==> src/rtl/spi_flash_pkg.sv <==
// Shared constants for the SPI flash read arbiter.
//   ADDR_W     : flash byte address width
//   OP_RD      : READ opcode (0x03)
//   OP_FAST_RD : FAST_READ opcode (0x0B), used when SPI_FLASH_ARB_FAST_READ_EN is defined
//   state_t    : transaction sequencer states
package spi_flash_pkg;
    localparam int ADDR_W = 24;
    localparam logic [7:0] OP_RD      = 8'h03;
    localparam logic [7:0] OP_FAST_RD = 8'h0B;

    typedef enum logic [2:0] {
        ST_IDLE,
        ST_CMD,
        ST_ADDR,
        ST_DUMMY,
        ST_DATA,
        ST_GAP
    } state_t;
endpackage

==> src/rtl/spi_shift_byte.sv <==
// One-byte SPI mode-0 shifter with built-in SCK divider.
//   clk, rst   : system clock, synchronous active-high reset
//   start      : load tx_byte and begin a byte (SCK restarts low); may coincide with byte_last
//   tx_byte    : byte to transmit, MSB first
//   miso       : serial input, sampled on SCK rising
//   sck, mosi  : serial clock (idle low) and data out (changes on SCK falling)
//   byte_last  : high in the cycle whose clock edge produces the 8th SCK falling edge
//   rx_byte    : received byte, complete while byte_last is high
module spi_shift_byte
    import spi_flash_pkg::*;
#(
    parameter int CLK_DIV = 2
) (
    input  logic       clk,
    input  logic       rst,
    input  logic       start,
    input  logic [7:0] tx_byte,
    input  logic       miso,
    output logic       sck,
    output logic       mosi,
    output logic       byte_last,
    output logic [7:0] rx_byte
);
    localparam int DIV_W = (CLK_DIV > 1) ? $clog2(CLK_DIV) : 1;
    localparam logic [DIV_W-1:0] DIV_MAX = DIV_W'(CLK_DIV - 1);

    logic             active_q, active_d;
    logic             sck_q, sck_d;
    logic [DIV_W-1:0] div_q, div_d;
    logic [2:0]       bit_q, bit_d;
    logic [7:0]       tx_q, tx_d;
    logic [7:0]       rx_q, rx_d;
    logic             tick;

    // tick marks the cycle whose edge toggles SCK
    assign tick      = active_q && (div_q == DIV_MAX);
    assign byte_last = tick && sck_q && (bit_q == 3'd7);
    assign sck       = sck_q;
    assign mosi      = tx_q[7];
    assign rx_byte   = rx_q;

    always_comb begin
        active_d = active_q;
        sck_d    = sck_q;
        div_d    = div_q;
        bit_d    = bit_q;
        tx_d     = tx_q;
        rx_d     = rx_q;
        if (start) begin
            // Start wins over the falling edge of the previous byte so bytes run gap-free
            active_d = 1'b1;
            sck_d    = 1'b0;
            div_d    = '0;
            bit_d    = '0;
            tx_d     = tx_byte;
        end else if (active_q) begin
            if (tick) begin
                div_d = '0;
                sck_d = ~sck_q;
                if (!sck_q) begin
                    rx_d = {rx_q[6:0], miso};
                end else begin
                    tx_d  = {tx_q[6:0], 1'b0};
                    bit_d = bit_q + 3'd1;
                    if (bit_q == 3'd7) active_d = 1'b0;
                end
            end else begin
                div_d = div_q + DIV_W'(1);
            end
        end
    end

    always_ff @(posedge clk) begin
        if (rst) begin
            active_q <= 1'b0;
            sck_q    <= 1'b0;
            div_q    <= '0;
            bit_q    <= '0;
            tx_q     <= '0;
            rx_q     <= '0;
        end else begin
            active_q <= active_d;
            sck_q    <= sck_d;
            div_q    <= div_d;
            bit_q    <= bit_d;
            tx_q     <= tx_d;
            rx_q     <= rx_d;
        end
    end
endmodule

==> src/rtl/spi_flash_arbiter.sv <==
// Two-requester round-robin read controller for an M25-series SPI flash (mode 0).
// Sequence per request: opcode, 24-bit address, [dummy byte], len data bytes, CS-high gap.
// Define SPI_FLASH_ARB_FAST_READ_EN to use FAST_READ (0x0B) with one dummy byte.
//   clk, rst          : system clock, synchronous active-high reset
//   req_valid/ready   : per-requester handshake; ready is one-hot and only in IDLE
//   req_addr, req_len : {req1, req0} start address and byte count (0 = null request)
//   rd_data/valid     : returned byte with one-cycle strobe, rd_owner = requester
//   done              : one-cycle completion pulse per requester
//   busy              : high from the cycle after accept until back in IDLE
//   M25_CLK/NCS/DO/DI : flash pins
module spi_flash_arbiter
    import spi_flash_pkg::*;
#(
    parameter int CLK_DIV     = 2,
    parameter int CS_HIGH_MIN = 4,
    parameter int LEN_W       = 16
) (
    input  logic               clk,
    input  logic               rst,
    input  logic [1:0]         req_valid,
    output logic [1:0]         req_ready,
    input  logic [47:0]        req_addr,
    input  logic [2*LEN_W-1:0] req_len,
    output logic [7:0]         rd_data,
    output logic               rd_valid,
    output logic               rd_owner,
    output logic [1:0]         done,
    output logic               busy,
    output logic               M25_CLK,
    output logic               M25_NCS,
    output logic               M25_DO,
    input  logic               M25_DI
);
`ifdef SPI_FLASH_ARB_FAST_READ_EN
    localparam bit FAST_EN = 1'b1;
`else
    localparam bit FAST_EN = 1'b0;
`endif
    localparam logic [7:0] OPCODE = FAST_EN ? OP_FAST_RD : OP_RD;
    localparam int GAP_W = (CS_HIGH_MIN > 1) ? $clog2(CS_HIGH_MIN) : 1;
    localparam logic [GAP_W-1:0] GAP_MAX = GAP_W'(CS_HIGH_MIN - 1);

    state_t              state_q, state_d;
    logic                owner_q, owner_d;
    logic                last_q, last_d;      // requester granted most recently
    logic [ADDR_W-1:0]   addr_q, addr_d;
    logic [LEN_W-1:0]    len_q, len_d;
    logic [1:0]          idx_q, idx_d;        // address byte in flight
    logic [GAP_W-1:0]    gap_q, gap_d;
    logic                ncs_q, ncs_d;
    logic [7:0]          rd_data_q, rd_data_d;
    logic                rd_valid_q, rd_valid_d;
    logic [1:0]          done_q, done_d;

    logic [1:0]          grant;
    logic [ADDR_W-1:0]   sel_addr;
    logic [LEN_W-1:0]    sel_len;
    logic                sh_start, byte_last;
    logic [7:0]          sh_tx, rx_byte;

    spi_shift_byte #(.CLK_DIV(CLK_DIV)) u_shift (
        .clk       (clk),
        .rst       (rst),
        .start     (sh_start),
        .tx_byte   (sh_tx),
        .miso      (M25_DI),
        .sck       (M25_CLK),
        .mosi      (M25_DO),
        .byte_last (byte_last),
        .rx_byte   (rx_byte)
    );

    // Round robin: on contention grant the requester not served last
    always_comb begin
        grant = 2'b00;
        if (state_q == ST_IDLE && !rst) begin
            if (req_valid == 2'b11) grant = last_q ? 2'b01 : 2'b10;
            else                    grant = req_valid;
        end
    end

    assign sel_addr  = grant[1] ? req_addr[47:24] : req_addr[23:0];
    assign sel_len   = grant[1] ? req_len[2*LEN_W-1:LEN_W] : req_len[LEN_W-1:0];
    assign req_ready = grant;
    assign rd_data   = rd_data_q;
    assign rd_valid  = rd_valid_q;
    assign rd_owner  = owner_q;
    assign done      = done_q;
    assign busy      = (state_q != ST_IDLE);
    assign M25_NCS   = ncs_q;

    always_comb begin
        state_d    = state_q;
        owner_d    = owner_q;
        last_d     = last_q;
        addr_d     = addr_q;
        len_d      = len_q;
        idx_d      = idx_q;
        gap_d      = gap_q;
        ncs_d      = ncs_q;
        rd_data_d  = rd_data_q;
        rd_valid_d = 1'b0;
        done_d     = 2'b00;
        sh_start   = 1'b0;
        sh_tx      = 8'h00;
        case (state_q)
            ST_IDLE: if (grant != 2'b00) begin
                owner_d = grant[1];
                last_d  = grant[1];
                addr_d  = sel_addr;
                len_d   = sel_len;
                if (sel_len == '0) begin
                    // Null request: one busy cycle carrying done, flash untouched
                    state_d = ST_GAP;
                    gap_d   = GAP_MAX;
                    done_d  = grant;
                end else begin
                    state_d  = ST_CMD;
                    ncs_d    = 1'b0;
                    sh_start = 1'b1;
                    sh_tx    = OPCODE;
                end
            end
            ST_CMD: if (byte_last) begin
                state_d  = ST_ADDR;
                idx_d    = 2'd0;
                sh_start = 1'b1;
                sh_tx    = addr_q[23:16];
            end
            ST_ADDR: if (byte_last) begin
                sh_start = 1'b1;
                if (idx_q == 2'd2) begin
`ifdef SPI_FLASH_ARB_FAST_READ_EN
                    state_d = ST_DUMMY;
`else
                    state_d = ST_DATA;
`endif
                end else begin
                    idx_d = idx_q + 2'd1;
                    sh_tx = (idx_q == 2'd0) ? addr_q[15:8] : addr_q[7:0];
                end
            end
`ifdef SPI_FLASH_ARB_FAST_READ_EN
            ST_DUMMY: if (byte_last) begin
                state_d  = ST_DATA;
                sh_start = 1'b1;
            end
`endif
            ST_DATA: if (byte_last) begin
                rd_valid_d = 1'b1;
                rd_data_d  = rx_byte;
                len_d      = len_q - LEN_W'(1);
                if (len_q == LEN_W'(1)) begin
                    // Last byte: SCK falls (shifter idles), CS rises, done in the same cycle
                    state_d = ST_GAP;
                    ncs_d   = 1'b1;
                    gap_d   = '0;
                    done_d  = owner_q ? 2'b10 : 2'b01;
                end else begin
                    sh_start = 1'b1;
                end
            end
            ST_GAP: begin
                if (gap_q == GAP_MAX) state_d = ST_IDLE;
                else                  gap_d   = gap_q + GAP_W'(1);
            end
            default: state_d = ST_IDLE;
        endcase
    end

    always_ff @(posedge clk) begin
        if (rst) begin
            state_q    <= ST_IDLE;
            owner_q    <= 1'b0;
            last_q     <= 1'b1;
            addr_q     <= '0;
            len_q      <= '0;
            idx_q      <= '0;
            gap_q      <= '0;
            ncs_q      <= 1'b1;
            rd_data_q  <= '0;
            rd_valid_q <= 1'b0;
            done_q     <= 2'b00;
        end else begin
            state_q    <= state_d;
            owner_q    <= owner_d;
            last_q     <= last_d;
            addr_q     <= addr_d;
            len_q      <= len_d;
            idx_q      <= idx_d;
            gap_q      <= gap_d;
            ncs_q      <= ncs_d;
            rd_data_q  <= rd_data_d;
            rd_valid_q <= rd_valid_d;
            done_q     <= done_d;
        end
    end
endmodule

==> config.mk <==
export PLATFORM = sky130hd
export DESIGN_NAME = spi_flash_arbiter
export DESIGN_NICKNAME = d
export VERILOG_FILES = /design/src/rtl/spi_flash_pkg.sv /design/src/rtl/spi_shift_byte.sv /design/src/rtl/spi_flash_arbiter.sv
export SDC_FILE = /design/constraint.sdc
export NUM_CORES = 1
export LEC_CHECK = 0
export ABC_AREA = 1
export BUFFER_PORTS_ARGS = -buffer_cell sky130_fd_sc_hd__buf_4
export CORE_MARGIN = 2
export CORE_UTILIZATION = 45
export CTS_CLUSTER_DIAMETER = 60
export DETAILED_ROUTE_END_ITERATION = 16
export PLACE_DENSITY = 0.71
export SETUP_SLACK_MARGIN = 0.15
export SYNTH_ARGS = -nofsm -noshare
export SYNTH_HDL_FRONTEND = slang
export SYNTH_SLANG_ARGS = --single-unit
==> constraint.sdc <==
create_clock -name clk -period 1.75 [get_ports clk]
set_input_delay 0.35 -clock clk [delete_from_list [all_inputs] [get_ports clk]]
set_output_delay 0.35 -clock clk [all_outputs]
set_load 0.05 [all_outputs]
==> flow_metrics.env <==
export IMPL_drc=0
export IMPL_synth_top_flop_cell="dfxtp_1"
export IMPL_postRouteAntennaNets=0
export IMPL_tightest_slew_ps=690.2
export IMPL_ir_worst_vdd_uv=573.7
export IMPL_antenna_found_initial=0
export IMPL_min_path_cells=3
export IMPL_synth_top_area_cell="dfxtp_1"
export IMPL_ys_seq_elements=83
export IMPL_crit_start="state_q[1]$_SDFFE_PP0P_"
export IMPL_syn_inst=666
export IMPL_r2r_start="state_q[1]$_SDFFE_PP0P_"
export IMPL_fp_dieW_um=104.2
export IMPL_clock_latency_ps=390
export IMPL_powerDensity_nw_per_um2=1113
export IMPL_hold_viol=0
export IMPL_synth_common_cells="nand2_1 (172), dfxtp_1 (83), inv_1 (59), nor2_1 (59), o21ai_0 (48)"
export IMPL_dp_cells=933
export IMPL_rsz0062_at_grt="yes"
export IMPL_nets=955
export IMPL_cp_max_fo=6
export IMPL_die_area_um2=10860
export IMPL_drv_cap=0
export IMPL_track_usage=0.2615
export IMPL_ff2ff_setup_slack_ps=-520
export IMPL_diodes=0
export IMPL_place_gp_congestion=0.8231
export IMPL_grt_pass1_vias=4879
export IMPL_min_period_ps=2274
export IMPL_clkTransAtPathRegs_ps=100
export IMPL_yosysMostFrequentCell="nand2_1"
export IMPL_drtPass1Iterations=5
export IMPL_violations="negative setup slack"
export IMPL_drt_iter0_markers=358
export IMPL_viasPerCell=5.450
export IMPL_die_h_um=104.2
export IMPL_cts_buffer_depth=2
export IMPL_arrival_ps=2600
export IMPL_hold_start="req_addr[6]"
export IMPL_status="finished, violations left"
export IMPL_synth_top_cell_area_share=0.3676
export IMPL_period_share=1.299
export IMPL_critPathKind="reg2reg"
export IMPL_ys_warnings_count=0
export IMPL_ys_seq_area_frac=0.3676
export IMPL_setup_ws_ps=-524.0
export IMPL_core_um2=9774
export IMPL_async_flop_share=0
export IMPL_cts_root_buf="clkbuf_8"
export IMPL_startpoint_type="register"
export IMPL_worst_slew_margin_rel=0.5399
export IMPL_fill_cells=690
export IMPL_cts_tree="built"
export IMPL_synth_cell_types=38
export IMPL_htree_levels=3
export IMPL_dpl_hpwl_um=9137
export IMPL_hold_class="in2reg"
export IMPL_final_setup_skew_ps=14.49
export IMPL_cp_data_required_time_ps=2080
export IMPL_total_power_mw=8.045
export IMPL_layout_drive_gt1_share=0.4274
export IMPL_synth_area_leaders="dfxtp_1 (37%), nand2_1 (14%), o21ai_0 (5.3%)"
export IMPL_cts_inserted_buffers=9
export IMPL_portBuffers=102
export IMPL_syn_area_um2=4521
export IMPL_crit_path_end_kind="register"
export IMPL_wirelength_um=16500
export IMPL_fmax_mhz=439.8
export IMPL_grt_max_degree=68
export IMPL_grt_overflow_total=0
export IMPL_num_rows=36
export IMPL_syn_to_final_growth_pct=59.84
export IMPL_synth_avg_cell_area_um2=6.788
export IMPL_syn_num_nets=758
export IMPL_p_leak_nw=3.254
export IMPL_grt_pass1_wl_um=23130
export IMPL_cts_sinks=83
export IMPL_synth_edf_count=0
export IMPL_r2r_cells=16
export IMPL_wl_per_cell_um=16.48
export IMPL_finalMaxSlewViolations=0
export IMPL_setup_viol_count_final=74
export IMPL_initial_utilization=0.4625
export IMPL_vias=5455
export IMPL_boundaryPins=103
export IMPL_final_cells=1001
==> kinds of logic (layout without fill, tap and decap cells) <==
logic type,count (synthesis),count (layout),synth area share
XOR/XNOR,5,5,0.009689
buffers and inverters,105,303,0.09659
flip-flops,83,83,0.3676
AO/OA/AOI/OAI,153,153,0.1890
adder cells (fa/ha/maj),7,7,0.01937
multiplexers,8,8,0.01771
AND/OR/NAND/NOR,305,309,0.3000
==> final cells by class <==
class / instances / area, µm² / share of cell area
Inverter: 73 / 301.5 / 0.04173
Timing Repair inverter: 3 / 41.29 / 0.005714
Tap cell: 133 / 166.4 / 0.02303
Multi-Input combinational cell: 482 / 2917 / 0.4036
Clock buffer: 12 / 155.1 / 0.02147
Sequential cell: 83 / 1672 / 0.2313
Clock inverter: 4 / 32.53 / 0.004502
Timing Repair Buffer: 211 / 1941 / 0.2686
==> flip-flops by register name, indices dropped and copies added, names as in the netlist, 2 cells and up <==
name / flops
rd_data: 8
u_shift.rx_byte: 8
done: 2
addr_q: 24
len_q: 16
state_q: 3
gap_q: 2
u_shift.bit_q: 3
idx_q: 2
u_shift.tx_q: 8
==> metrics by stage <==
| stage | TNS (ps) | utilization | worst slack, ps | instance area (µm²) | hold WS [ps] |
|---|---|---|---|---|---|
| finish | -24470 | 0.7392 | -524.0 | 7226 | 228.4 |
| global route | -30100 | 0.7392 | -644.4 | 7226 | 230.5 |
| CTS | -11080 | 0.6651 | -306.6 | 6501 | 235.9 |
| detailed placement | -19470 | 0.5955 | -411.3 | 5821 | 465.6 |
| global placement | -15130 | 0.5955 | -283.6 | 5821 | 452.5 |
| floorplan | -10620 | - | -264.6 | 4574 | 429.7 |
==> worst max-delay path, cell delays in order (launching register included) <==
cell       delay (ps)
dfxtp_2           350
inv_2              90
nand2_4            70
nor2_4            160
nand3_4           140
clkbuf_16         190
nand2_1            70
nand2_1            90
nor2_2            130
nand2_2            90
nor2_4            140
nand2_4           130
buf_4             160
buf_4             120
o22ai_1           110
inv_1              60
nor2_1            110
==> path summary, 6_finish.rpt <==
check | to
worst min register to register | u_shift.bit_q[1]$_SDFFE_PP0P_
worst max-delay path | done[1]$_SDFF_PP0_
worst min-delay path | addr_q[6]$_SDFFE_PP0P_
worst max register to register | done[1]$_SDFF_PP0_
==> placed cells by master (no fill, tap or decap), drive strengths merged, types with 16 or more instances in the layout <==
cell type and count:
o21ai 65, nand2 179, inv 73, a31oi 29
nand3 37, clkbuf 16, nor2 68, buf 207
dfxtp 83, a21oi 42
==> routing by layer <==
metal / track usage / vias to the layer above / part of all wire
met5: 0 / - / 0
met4: 0.09749 / 0 / 0.053
met3: 0.04574 / 72 / 0.067
met2: 0.4427 / 260 / 0.49
met1: 0.3328 / 2524 / 0.39
li1: - / 2599 / -
==> power by group <==
part	internal [mW]	leakage, nW	switching (mW)
registers	2.17	0.681	0.228
clock network	0.602	0.0892	0.787
logic	2.00	2.48	2.26
==> what timing repair did <==
| item | in CTS | in global routing |
|---|---|---|
| pin swaps | 11 | 57 |
| endpoints found under the setup margin | 76 | 83 |
| gates cloned | 9 | 6 |
| hold buffers | 0 | 0 |
| resized for setup | 48 | 144 |
| setup buffers | 19 | 18 |
Power figures use the tool's default switching activity.
